$ cat config.mk
export PLATFORM = sky130hd
export DESIGN_NAME = fmps_tx_link_arbiter_flat
export DESIGN_NICKNAME = d
export VERILOG_FILES = /design/src/rtl/fmps_tx_link_arbiter_if.sv /design/src/rtl/fmps_tx_link_arbiter.sv /design/src/flat_wrapper.sv
export SDC_FILE = /design/constraint.sdc
export NUM_CORES = 1
export LEC_CHECK = 0
export CAP_MARGIN = 40
export CORE_ASPECT_RATIO = 1.25
export CORE_UTILIZATION = 36
export CTS_CLUSTER_SIZE = 28
export DETAILED_ROUTE_END_ITERATION = 7
export GPL_TIMING_DRIVEN = 1
export HOLD_SLACK_MARGIN = 0.12
export PLACE_DENSITY_LB_ADDON = 0.1
export SLEW_MARGIN = 20
export SYNTH_ARGS = -nofsm -noshare
export SYNTH_HDL_FRONTEND = slang
export SYNTH_SLANG_ARGS = --single-unit
$ cat constraint.sdc
create_clock -name auroraUserClk -period 4.2 [get_ports auroraUserClk]
set_input_delay 1.26 -clock auroraUserClk [delete_from_list [all_inputs] [get_ports auroraUserClk]]
set_output_delay 1.26 -clock auroraUserClk [all_outputs]
set_load 0.02 [all_outputs]
$ cat src/rtl/fmps_tx_link_arbiter_if.sv
// FMPS TX link arbiter stream bundle: NUM_SRC packet-source AXI-stream inputs
// and the single shared FMPS AXI-stream TX output toward Aurora.
// The slave modport is the arbiter's view; the master modport is the
// environment (sources plus Aurora TX sink).
interface fmps_tx_link_arbiter_if #(
    parameter int NUM_SRC    = 2,
    parameter int DATA_WIDTH = 32
);
    logic [NUM_SRC*DATA_WIDTH-1:0] srcTdata;
    logic [NUM_SRC-1:0]            srcTvalid;
    logic [NUM_SRC-1:0]            srcTlast;
    logic [NUM_SRC-1:0]            srcTready;

    logic [DATA_WIDTH-1:0]         FMPS_AXI_STREAM_TX_tdata;
    logic                          FMPS_AXI_STREAM_TX_tvalid;
    logic                          FMPS_AXI_STREAM_TX_tlast;
    logic                          FMPS_AXI_STREAM_TX_tready;

    modport slave (
        input  srcTdata, srcTvalid, srcTlast,
        output srcTready,
        output FMPS_AXI_STREAM_TX_tdata, FMPS_AXI_STREAM_TX_tvalid, FMPS_AXI_STREAM_TX_tlast,
        input  FMPS_AXI_STREAM_TX_tready
    );

    modport master (
        output srcTdata, srcTvalid, srcTlast,
        input  srcTready,
        input  FMPS_AXI_STREAM_TX_tdata, FMPS_AXI_STREAM_TX_tvalid, FMPS_AXI_STREAM_TX_tlast,
        output FMPS_AXI_STREAM_TX_tready
    );
endinterface

$ cat src/rtl/fmps_tx_link_arbiter.sv
// fmps_tx_link_arbiter: packet-level round-robin arbiter sharing one FMPS
// AXI-stream TX link (Aurora user clock domain) between NUM_SRC sources.
// Grant is held from header to tlast so frames never interleave; the
// round-robin pointer restarts at each FA session strobe.
// Optional build macro FMPS_ARB_TIMEOUT_EN adds a source-stall watchdog that
// aborts a stalled packet with a 0xDEAD marker beat and drains the rest.
module fmps_tx_link_arbiter #(
    parameter int NUM_SRC        = 2,
    parameter int DATA_WIDTH     = 32,
    parameter int TIMEOUT_CYCLES = 255
) (
    input  logic                 auroraUserClk,
    input  logic                 auroraUserRst_n,
    input  logic                 auroraFAstrobe,
    input  logic                 auroraChannelUp,
    fmps_tx_link_arbiter_if.slave linkIf,
    output logic [2:0]           grantIndex,
    output logic                 busy,
    output logic [15:0]          sessionPktCount,
    output logic [7:0]           timeoutCount
);

    localparam logic [1:0] IDLE  = 2'd0;
    localparam logic [1:0] PASS  = 2'd1;
`ifdef FMPS_ARB_TIMEOUT_EN
    localparam logic [1:0] ABORT = 2'd2;
    localparam logic [1:0] DRAIN = 2'd3;
`endif

    logic [1:0]            stateReg;
    logic [2:0]            rrPtr;
    logic                  pendingStrobe;
    logic [NUM_SRC-1:0]    grantOh;
    logic [DATA_WIDTH-1:0] selData;
    logic                  selValid;
    logic                  selLast;
    logic [NUM_SRC-1:0]    reqRot;
    logic [2:0]            reqOffset;
    logic [3:0]            reqSum;
    logic [2:0]            nextGrant;
    logic [2:0]            grantPlus1;
    logic [2:0]            rrAtEnd;
    logic                  beatAccept;
    logic                  pktDone;

    genvar gi;
    generate
        for (gi = 0; gi < NUM_SRC; gi++) begin : gGrantOh
            assign grantOh[gi] = (grantIndex == 3'(gi));
        end
    endgenerate

    // Mux the granted source's stream signals onto the shared path
    always_comb begin
        selData  = '0;
        selValid = 1'b0;
        selLast  = 1'b0;
        for (int i = 0; i < NUM_SRC; i++) begin
            if (grantOh[i]) begin
                selData  = linkIf.srcTdata[i*DATA_WIDTH +: DATA_WIDTH];
                selValid = linkIf.srcTvalid[i];
                selLast  = linkIf.srcTlast[i];
            end
        end
    end

    // Rotate requests so bit 0 is rrPtr; lowest set bit is the next winner
    assign reqRot = NUM_SRC'({linkIf.srcTvalid, linkIf.srcTvalid} >> rrPtr);

    // Priority-encode the rotated request vector
    always_comb begin
        reqOffset = '0;
        for (int i = NUM_SRC - 1; i >= 0; i--) begin
            if (reqRot[i]) reqOffset = 3'(i);
        end
    end

    assign reqSum     = {1'b0, rrPtr} + {1'b0, reqOffset};
    assign nextGrant  = (reqSum >= 4'(NUM_SRC)) ? 3'(reqSum - 4'(NUM_SRC)) : reqSum[2:0];
    assign grantPlus1 = (grantIndex == 3'(NUM_SRC - 1)) ? 3'd0 : grantIndex + 3'd1;
    // A session strobe seen during or at the end of a packet restarts priority at 0
    assign rrAtEnd    = (pendingStrobe || auroraFAstrobe) ? 3'd0 : grantPlus1;
    assign beatAccept = selValid && linkIf.FMPS_AXI_STREAM_TX_tready;
    assign pktDone    = (stateReg == PASS) && beatAccept && selLast;
    assign busy       = (stateReg != IDLE);

    // Drive TX and per-source ready from the current state
    always_comb begin
        linkIf.FMPS_AXI_STREAM_TX_tdata  = '0;
        linkIf.FMPS_AXI_STREAM_TX_tvalid = 1'b0;
        linkIf.FMPS_AXI_STREAM_TX_tlast  = 1'b0;
        linkIf.srcTready                 = '0;
        case (stateReg)
            PASS: begin
                linkIf.FMPS_AXI_STREAM_TX_tdata  = selData;
                linkIf.FMPS_AXI_STREAM_TX_tvalid = selValid;
                linkIf.FMPS_AXI_STREAM_TX_tlast  = selLast;
                linkIf.srcTready = grantOh & {NUM_SRC{linkIf.FMPS_AXI_STREAM_TX_tready}};
            end
`ifdef FMPS_ARB_TIMEOUT_EN
            ABORT: begin
                linkIf.FMPS_AXI_STREAM_TX_tdata  = DATA_WIDTH'({16'hDEAD, 13'b0, grantIndex});
                linkIf.FMPS_AXI_STREAM_TX_tvalid = 1'b1;
                linkIf.FMPS_AXI_STREAM_TX_tlast  = 1'b1;
            end
            DRAIN: begin
                linkIf.srcTready = grantOh;
            end
`endif
            default: ;
        endcase
    end

`ifdef FMPS_ARB_TIMEOUT_EN
    logic [15:0] stallCnt;
`else
    assign timeoutCount = 8'd0;
`endif

    // Arbiter FSM, round-robin pointer, session and timeout counters
    always_ff @(posedge auroraUserClk or negedge auroraUserRst_n) begin
        if (!auroraUserRst_n) begin
            stateReg        <= IDLE;
            grantIndex      <= 3'd0;
            rrPtr           <= 3'd0;
            pendingStrobe   <= 1'b0;
            sessionPktCount <= 16'd0;
`ifdef FMPS_ARB_TIMEOUT_EN
            stallCnt        <= 16'd0;
            timeoutCount    <= 8'd0;
`endif
        end else begin
            // The strobe wins over a packet ending the same cycle (old session)
            if (auroraFAstrobe) sessionPktCount <= 16'd0;
            else if (pktDone)   sessionPktCount <= sessionPktCount + 16'd1;

            if (auroraFAstrobe && stateReg != IDLE) pendingStrobe <= 1'b1;

            case (stateReg)
                IDLE: begin
                    if (auroraFAstrobe) rrPtr <= 3'd0;
                    if (auroraChannelUp && (|linkIf.srcTvalid)) begin
                        grantIndex <= nextGrant;
                        stateReg   <= PASS;
`ifdef FMPS_ARB_TIMEOUT_EN
                        stallCnt   <= 16'd0;
`endif
                    end
                end
                PASS: begin
                    if (beatAccept) begin
`ifdef FMPS_ARB_TIMEOUT_EN
                        stallCnt <= 16'd0;
`endif
                        if (selLast) begin
                            stateReg      <= IDLE;
                            rrPtr         <= rrAtEnd;
                            pendingStrobe <= 1'b0;
                        end
                    end
`ifdef FMPS_ARB_TIMEOUT_EN
                    else if (stallCnt == 16'(TIMEOUT_CYCLES)) begin
                        stateReg <= ABORT;
                    end else if (!selValid) begin
                        stallCnt <= stallCnt + 16'd1;
                    end
`endif
                end
`ifdef FMPS_ARB_TIMEOUT_EN
                ABORT: begin
                    if (linkIf.FMPS_AXI_STREAM_TX_tready) begin
                        stateReg <= DRAIN;
                        if (timeoutCount != 8'hFF) timeoutCount <= timeoutCount + 8'd1;
                    end
                end
                DRAIN: begin
                    if (selValid && selLast) begin
                        stateReg      <= IDLE;
                        rrPtr         <= rrAtEnd;
                        pendingStrobe <= 1'b0;
                    end
                end
`endif
                default: stateReg <= IDLE;
            endcase
        end
    end

endmodule

$ cat src/flat_wrapper.sv
// flat-port wrapper written by rule: the top's interface ports become plain ports
module fmps_tx_link_arbiter_flat 
#(
    parameter int NUM_SRC        = 2,
    parameter int DATA_WIDTH     = 32,
    parameter int TIMEOUT_CYCLES = 255
)
  (auroraUserClk, auroraUserRst_n, auroraFAstrobe, auroraChannelUp, grantIndex, busy, sessionPktCount, timeoutCount, linkIf_srcTdata, linkIf_srcTvalid, linkIf_srcTlast, linkIf_srcTready, linkIf_FMPS_AXI_STREAM_TX_tdata, linkIf_FMPS_AXI_STREAM_TX_tvalid, linkIf_FMPS_AXI_STREAM_TX_tlast, linkIf_FMPS_AXI_STREAM_TX_tready);
  fmps_tx_link_arbiter_if #(.NUM_SRC(NUM_SRC), .DATA_WIDTH(DATA_WIDTH)) linkIf_i ();
  input  logic auroraUserClk;
  input  logic auroraUserRst_n;
  input  logic auroraFAstrobe;
  input  logic auroraChannelUp;
  output logic [2:0] grantIndex;
  output logic busy;
  output logic [15:0] sessionPktCount;
  output logic [7:0] timeoutCount;
  input wire logic [$bits(linkIf_i.srcTdata)-1:0] linkIf_srcTdata;
  input wire logic [$bits(linkIf_i.srcTvalid)-1:0] linkIf_srcTvalid;
  input wire logic [$bits(linkIf_i.srcTlast)-1:0] linkIf_srcTlast;
  output wire logic [$bits(linkIf_i.srcTready)-1:0] linkIf_srcTready;
  output wire logic [$bits(linkIf_i.FMPS_AXI_STREAM_TX_tdata)-1:0] linkIf_FMPS_AXI_STREAM_TX_tdata;
  output wire logic [$bits(linkIf_i.FMPS_AXI_STREAM_TX_tvalid)-1:0] linkIf_FMPS_AXI_STREAM_TX_tvalid;
  output wire logic [$bits(linkIf_i.FMPS_AXI_STREAM_TX_tlast)-1:0] linkIf_FMPS_AXI_STREAM_TX_tlast;
  input wire logic [$bits(linkIf_i.FMPS_AXI_STREAM_TX_tready)-1:0] linkIf_FMPS_AXI_STREAM_TX_tready;
  assign linkIf_i.srcTdata = linkIf_srcTdata;
  assign linkIf_i.srcTvalid = linkIf_srcTvalid;
  assign linkIf_i.srcTlast = linkIf_srcTlast;
  assign linkIf_srcTready = linkIf_i.srcTready;
  assign linkIf_FMPS_AXI_STREAM_TX_tdata = linkIf_i.FMPS_AXI_STREAM_TX_tdata;
  assign linkIf_FMPS_AXI_STREAM_TX_tvalid = linkIf_i.FMPS_AXI_STREAM_TX_tvalid;
  assign linkIf_FMPS_AXI_STREAM_TX_tlast = linkIf_i.FMPS_AXI_STREAM_TX_tlast;
  assign linkIf_i.FMPS_AXI_STREAM_TX_tready = linkIf_FMPS_AXI_STREAM_TX_tready;
  fmps_tx_link_arbiter #(.NUM_SRC(NUM_SRC), .DATA_WIDTH(DATA_WIDTH), .TIMEOUT_CYCLES(TIMEOUT_CYCLES)) u_core (.auroraUserClk(auroraUserClk), .auroraUserRst_n(auroraUserRst_n), .auroraFAstrobe(auroraFAstrobe), .auroraChannelUp(auroraChannelUp), .linkIf(linkIf_i), .grantIndex(grantIndex), .busy(busy), .sessionPktCount(sessionPktCount), .timeoutCount(timeoutCount));
endmodule
; After elaboration in Yosys (flattened, before gate mapping)
; Cells that the tools add are included.
[totals]
reg_bits = 25
inputBits = 73
[op_classes]
n_addsub = 4
magnitude_cmp = 1
n_eq_ne = 6
shifts = 1
mux = 29
n_bitwise = 1
reduce_logical = 15
[ops]
columns = cell, count
row1 = $mux W32, 3
row2 = $mux W16, 2
row3 = $mux W3, 6
row4 = $add A16 B1 Y16 const B, 1
row5 = $mux W1, 12
row6 = $mux W2, 4
row7 = $ne A2 B1 Y1 const B, 3
row8 = $pmux W3 S2, 1
row9 = $reduce_bool A2 Y1, 3
row10 = $logic_and A1 B1 Y1, 5
row11 = $add A3 B1 Y4, 1
row12 = $ge A4 B2 Y1 const B, 1
row13 = $pmux W2 S2, 1
row14 = $reduce_and A4 Y1, 1
row15 = $shr A4 B3 Y2, 1
row16 = $add A3 B1 Y3 const B, 1
row17 = $eq A3 B1 Y1 const B, 1
row18 = $logic_not A3 Y1, 1
row19 = $reduce_and A3 Y1, 1
row20 = $sub A3 B2 Y3 const B, 1
row21 = $and A2 B2 Y2, 1
row22 = $eq A2 B1 Y1 const B, 1
row23 = $logic_not A2 Y1, 1
row24 = $ne A2 B2 Y1 const B, 1
row25 = 3 further kinds, 3

; Logic depth before layout (Yosys ltp)
[depth]
ltp_word = 8
ltp_mapped = 10
depth_no_buf = 10

; Worst setup path before layout
; No wires, ideal clock.
[synth_path]
path_type = in2out
from = input linkIf_srcTvalid[1]
to = output linkIf_FMPS_AXI_STREAM_TX_tvalid
arrival_time_ps = 1820
path_slack_ps = 1120
path_stages = 2
path_cell_list = mux2i_1 nor3_1
[synth_via]
elab_chain_len = 2
[synth_lines]
columns = item, line_no
row1 = start: declaration, flat_wrapper.sv:19  ; input wire logic [$bits(linkIf_i.srcTvalid)-1:0] linkIf_srcTvalid;
row2 = $mux W1, fmps_tx_link_arbiter.sv:59  ; if (grantOh[i]) begin
row3 = $mux W1, fmps_tx_link_arbiter.sv:93  ; case (stateReg)
row4 = end: declaration, flat_wrapper.sv:23  ; output wire logic [$bits(linkIf_i.FMPS_AXI_STREAM_TX_tvalid)-1:0] linkIf_FMPS_AXI_STREAM_TX_tvalid;
; Every way passes these cells.

; Worst setup path after layout
; Same ends and word-level chain as after synthesis.

==> flow_summary.json <==
{
  "fmax_mhz": 251.8,
  "nNetsFinal": 420,
  "endpoint_kind": "output pin",
  "drive_above_1_share_pct": 4.082,
  "netlist_area_sq_um": 1772,
  "wire_per_inst_um": 14.99,
  "dp_cells": 399,
  "layout_min_cycle_time_ns": 3.971,
  "n_antenna_cell": 0,
  "cts_resized": 0,
  "rsz0062_at_grt": "false",
  "fp.dieW_um": 64.75,
  "tns_ns": 0,
  "hpwl_mm": 4.680,
  "p_leak_nw": 1.251,
  "critPathRequiredTime_ns": 2.94,
  "cts_tree": "done",
  "h-tree-depth": 1,
  "netlist_instances": 226,
  "cellPowerDensity_nw_per_um2": 473.1,
  "instances_no_fill": 403,
  "crit_fanout": 4,
  "clk_latency_ns": 0.26,
  "skew_ns": 0.002942,
  "clk_path_buf_depth": 2,
  "drcViolationCount": 0,
  "status": "finished, final reports clean",
  "yosysWarnings": 0,
  "firstDrtPassIters": 4,
  "ys_seq_area_share_pct": 33.90,
  "place_congestion": 0.7799,
  "min-delay-path-class": "register to register",
  "slew_violations": 0,
  "routed_wl_mm": 6.039,
  "die_area_sq_um": 5208,
  "slew_headroom_pct": 52.45,
  "synth_area_leaders": "dfrtp_1, a22oi_1, nor2_1",
  "clock_sink_count": 24,
  "die_y_um": 80.44,
  "core_sq_um": 4730,
  "yosys.area.top_type": "dfrtp_1",
  "final_hold_viol_count": 0,
  "drt.antenna.violating_nets": 0,
  "setup_viol": 0,
  "port_buffers": 128,
  "cts_hold_buffers": 0,
  "avgSynthCellArea_sq_um": 7.839,
  "path_class": "primary input to output pin",
  "cts_setup_buffers": 0,
  "start_util_pct": 37.46,
  "cts_made_buffers": 3,
  "grt_pass1_vias": 1976,
  "fin_crit_sh_pct": 94.54,
  "area_growth_pct": 76.34,
  "via_per_inst": 5.298,
  "gr-usage-all-layers_pct": 22.73,
  "ir_drop_mv": 0.3373,
  "ys_types": 33,
  "vias": 2135,
  "grt_pass1_wl_mm": 9.225,
  "first_iter_violations": 177,
  "grt_max_degree": 36,
  "grt_overflow": 0,
  "synth_top_area_share_pct": 33.90,
  "cp.arrival_ns": 2.71,
  "ys_ff_latch": 24,
  "clkTransAtPathRegs_ns": 0.08,
  "worstSetupStartpointType": "primary input",
  "worstMarginPinSlew_ns": 0.7110,
  "row_count": 28,
  "io_pins": 137,
  "maxCapViolCount": 0,
  "clockRootBuffer": "clkbuf_8",
  "antenna_found_initial": 0
}
==> area by class of cell <==
cell class                      count  area [sq um]
Sequential cell                    24         600.6
Tap cell                           60         75.07
Timing Repair Buffer              133          1339
Fill cell                         425          1605
Multi-Input combinational cell    178          1040
Inverter                            4         15.01
Clock buffer                        4         55.05
==> synthesized netlist by cell type <==
cell,number
o31ai_1,7
nor2b_1,1
a21oi_1,18
and2_1,2
nand4b_1,1
and4_1,2
mux2_2,2
nor3_1,5
mux2i_1,3
buf_4,8
clkbuf_1,16
or4_1,8
a22o_1,1
o41ai_1,1
nor4_1,2
dfrtp_1,24
buf_2,1
nor2_1,42
ha_1,3
or4_4,1
o211ai_1,1
a22oi_1,32
inv_1,4
xnor2_1,1
nand2_1,11
o21ai_0,9
or3_1,6
nand4_1,4
nand3_1,5
conb_1,1
buf_6,2
or2_1,1
and3_1,1
==> metal layers <==
metal  GRT usage [%]  wire (um)  part of all wire (%)
met5               0          0                     0
met4           7.778        129                   2.1
met3           6.250        461                   7.6
met2           38.44       3058                    51
met1           27.30       2389                    40
==> final timing paths <==
path | cells after the start | from | slack, ns | to
worst min register to register | 2 | u_core.grantIndex[1] | 0.50 | u_core.grantIndex[1]
worst max register to register | 4 | u_core.grantIndex[2] | 1.95 | u_core.sessionPktCount[13]
worst max-delay path | 4 | linkIf_srcTvalid[1] | 0.23 | linkIf_FMPS_AXI_STREAM_TX_tvalid
min in group asynchronous | 1 | auroraUserRst_n | 1.33 | u_core.sessionPktCount[8]
worst min-delay path | 2 | u_core.grantIndex[1] | 0.50 | u_core.grantIndex[1]
max in group asynchronous | 2 | auroraUserRst_n | 2.41 | u_core.grantIndex[0]
==> where the power goes <==
| group | total, mW | leakage, nW | switching [mW] | internal (mW) |
|---|---|---|---|---|
| clock | 0.154 | 0.0288 | 0.0704 | 0.0835 |
| sequential | 0.275 | 0.327 | 0.0271 | 0.248 |
| combinational | 1.05 | 0.895 | 0.567 | 0.483 |
==> through the flow <==
step	setup WS, ns	util, %	power, mW	area [sq um]	hold slack (ns)
floorplan	1.120	-	0.8393	1798	0.4633
detailed placement	0.2186	64.89	1.327	3069	0.4882
CTS	0.2260	66.06	1.490	3124	0.5074
global placement	0.2413	64.31	1.329	3042	0.4800
finish	0.2291	66.06	1.478	3124	0.5032
global route	0.1205	66.06	1.572	3124	0.5369
==> cells in the final DEF (no fill, tap or decap), drive strengths merged, types with 5 or more instances in the layout <==
cell           Yosys  final
conb               1      8
or3                6      6
a21oi             18     18
nor3               5      5
dfrtp             24     24
or4                9      9
nand3              5      5
a22oi             32     32
buf               11      5
o21ai              9      9
nor2              42     42
o31ai              7      7
nand2             11     11
clkdlybuf4s50      0    128
==> logic make-up (layout without fill, tap and decap cells) <==
kind of cell / after synthesis / after routing / share of synthesized area [%]
multiplexers: 5 / 5 / 2.966
other: 1 / 8 / 0.2117
AND/OR/NAND/NOR: 92 / 92 / 25.57
adder cells (fa/ha/maj): 3 / 3 / 2.119
AO/OA/AOI/OAI: 69 / 69 / 25.57
flip-flops: 24 / 24 / 33.90
XOR/XNOR: 1 / 1 / 0.4944
buffers and inverters: 31 / 141 / 9.180
==> state kept, by name, summed over array words and instances (netlist names) <==
signal,count
u_core.sessionPktCount,16
u_core.grantIndex,3
u_core.rrPtr,3
u_core.pendingStrobe,1
u_core.stateReg,1
==> worst max-delay path: stages <==
cell and delay, ns:
clkdlybuf4s50_1 0.52, mux2i_1 0.14, nor3_1 0.16, clkdlybuf4s50_1 0.63
Note: power is estimated with default switching activity, not from simulation.
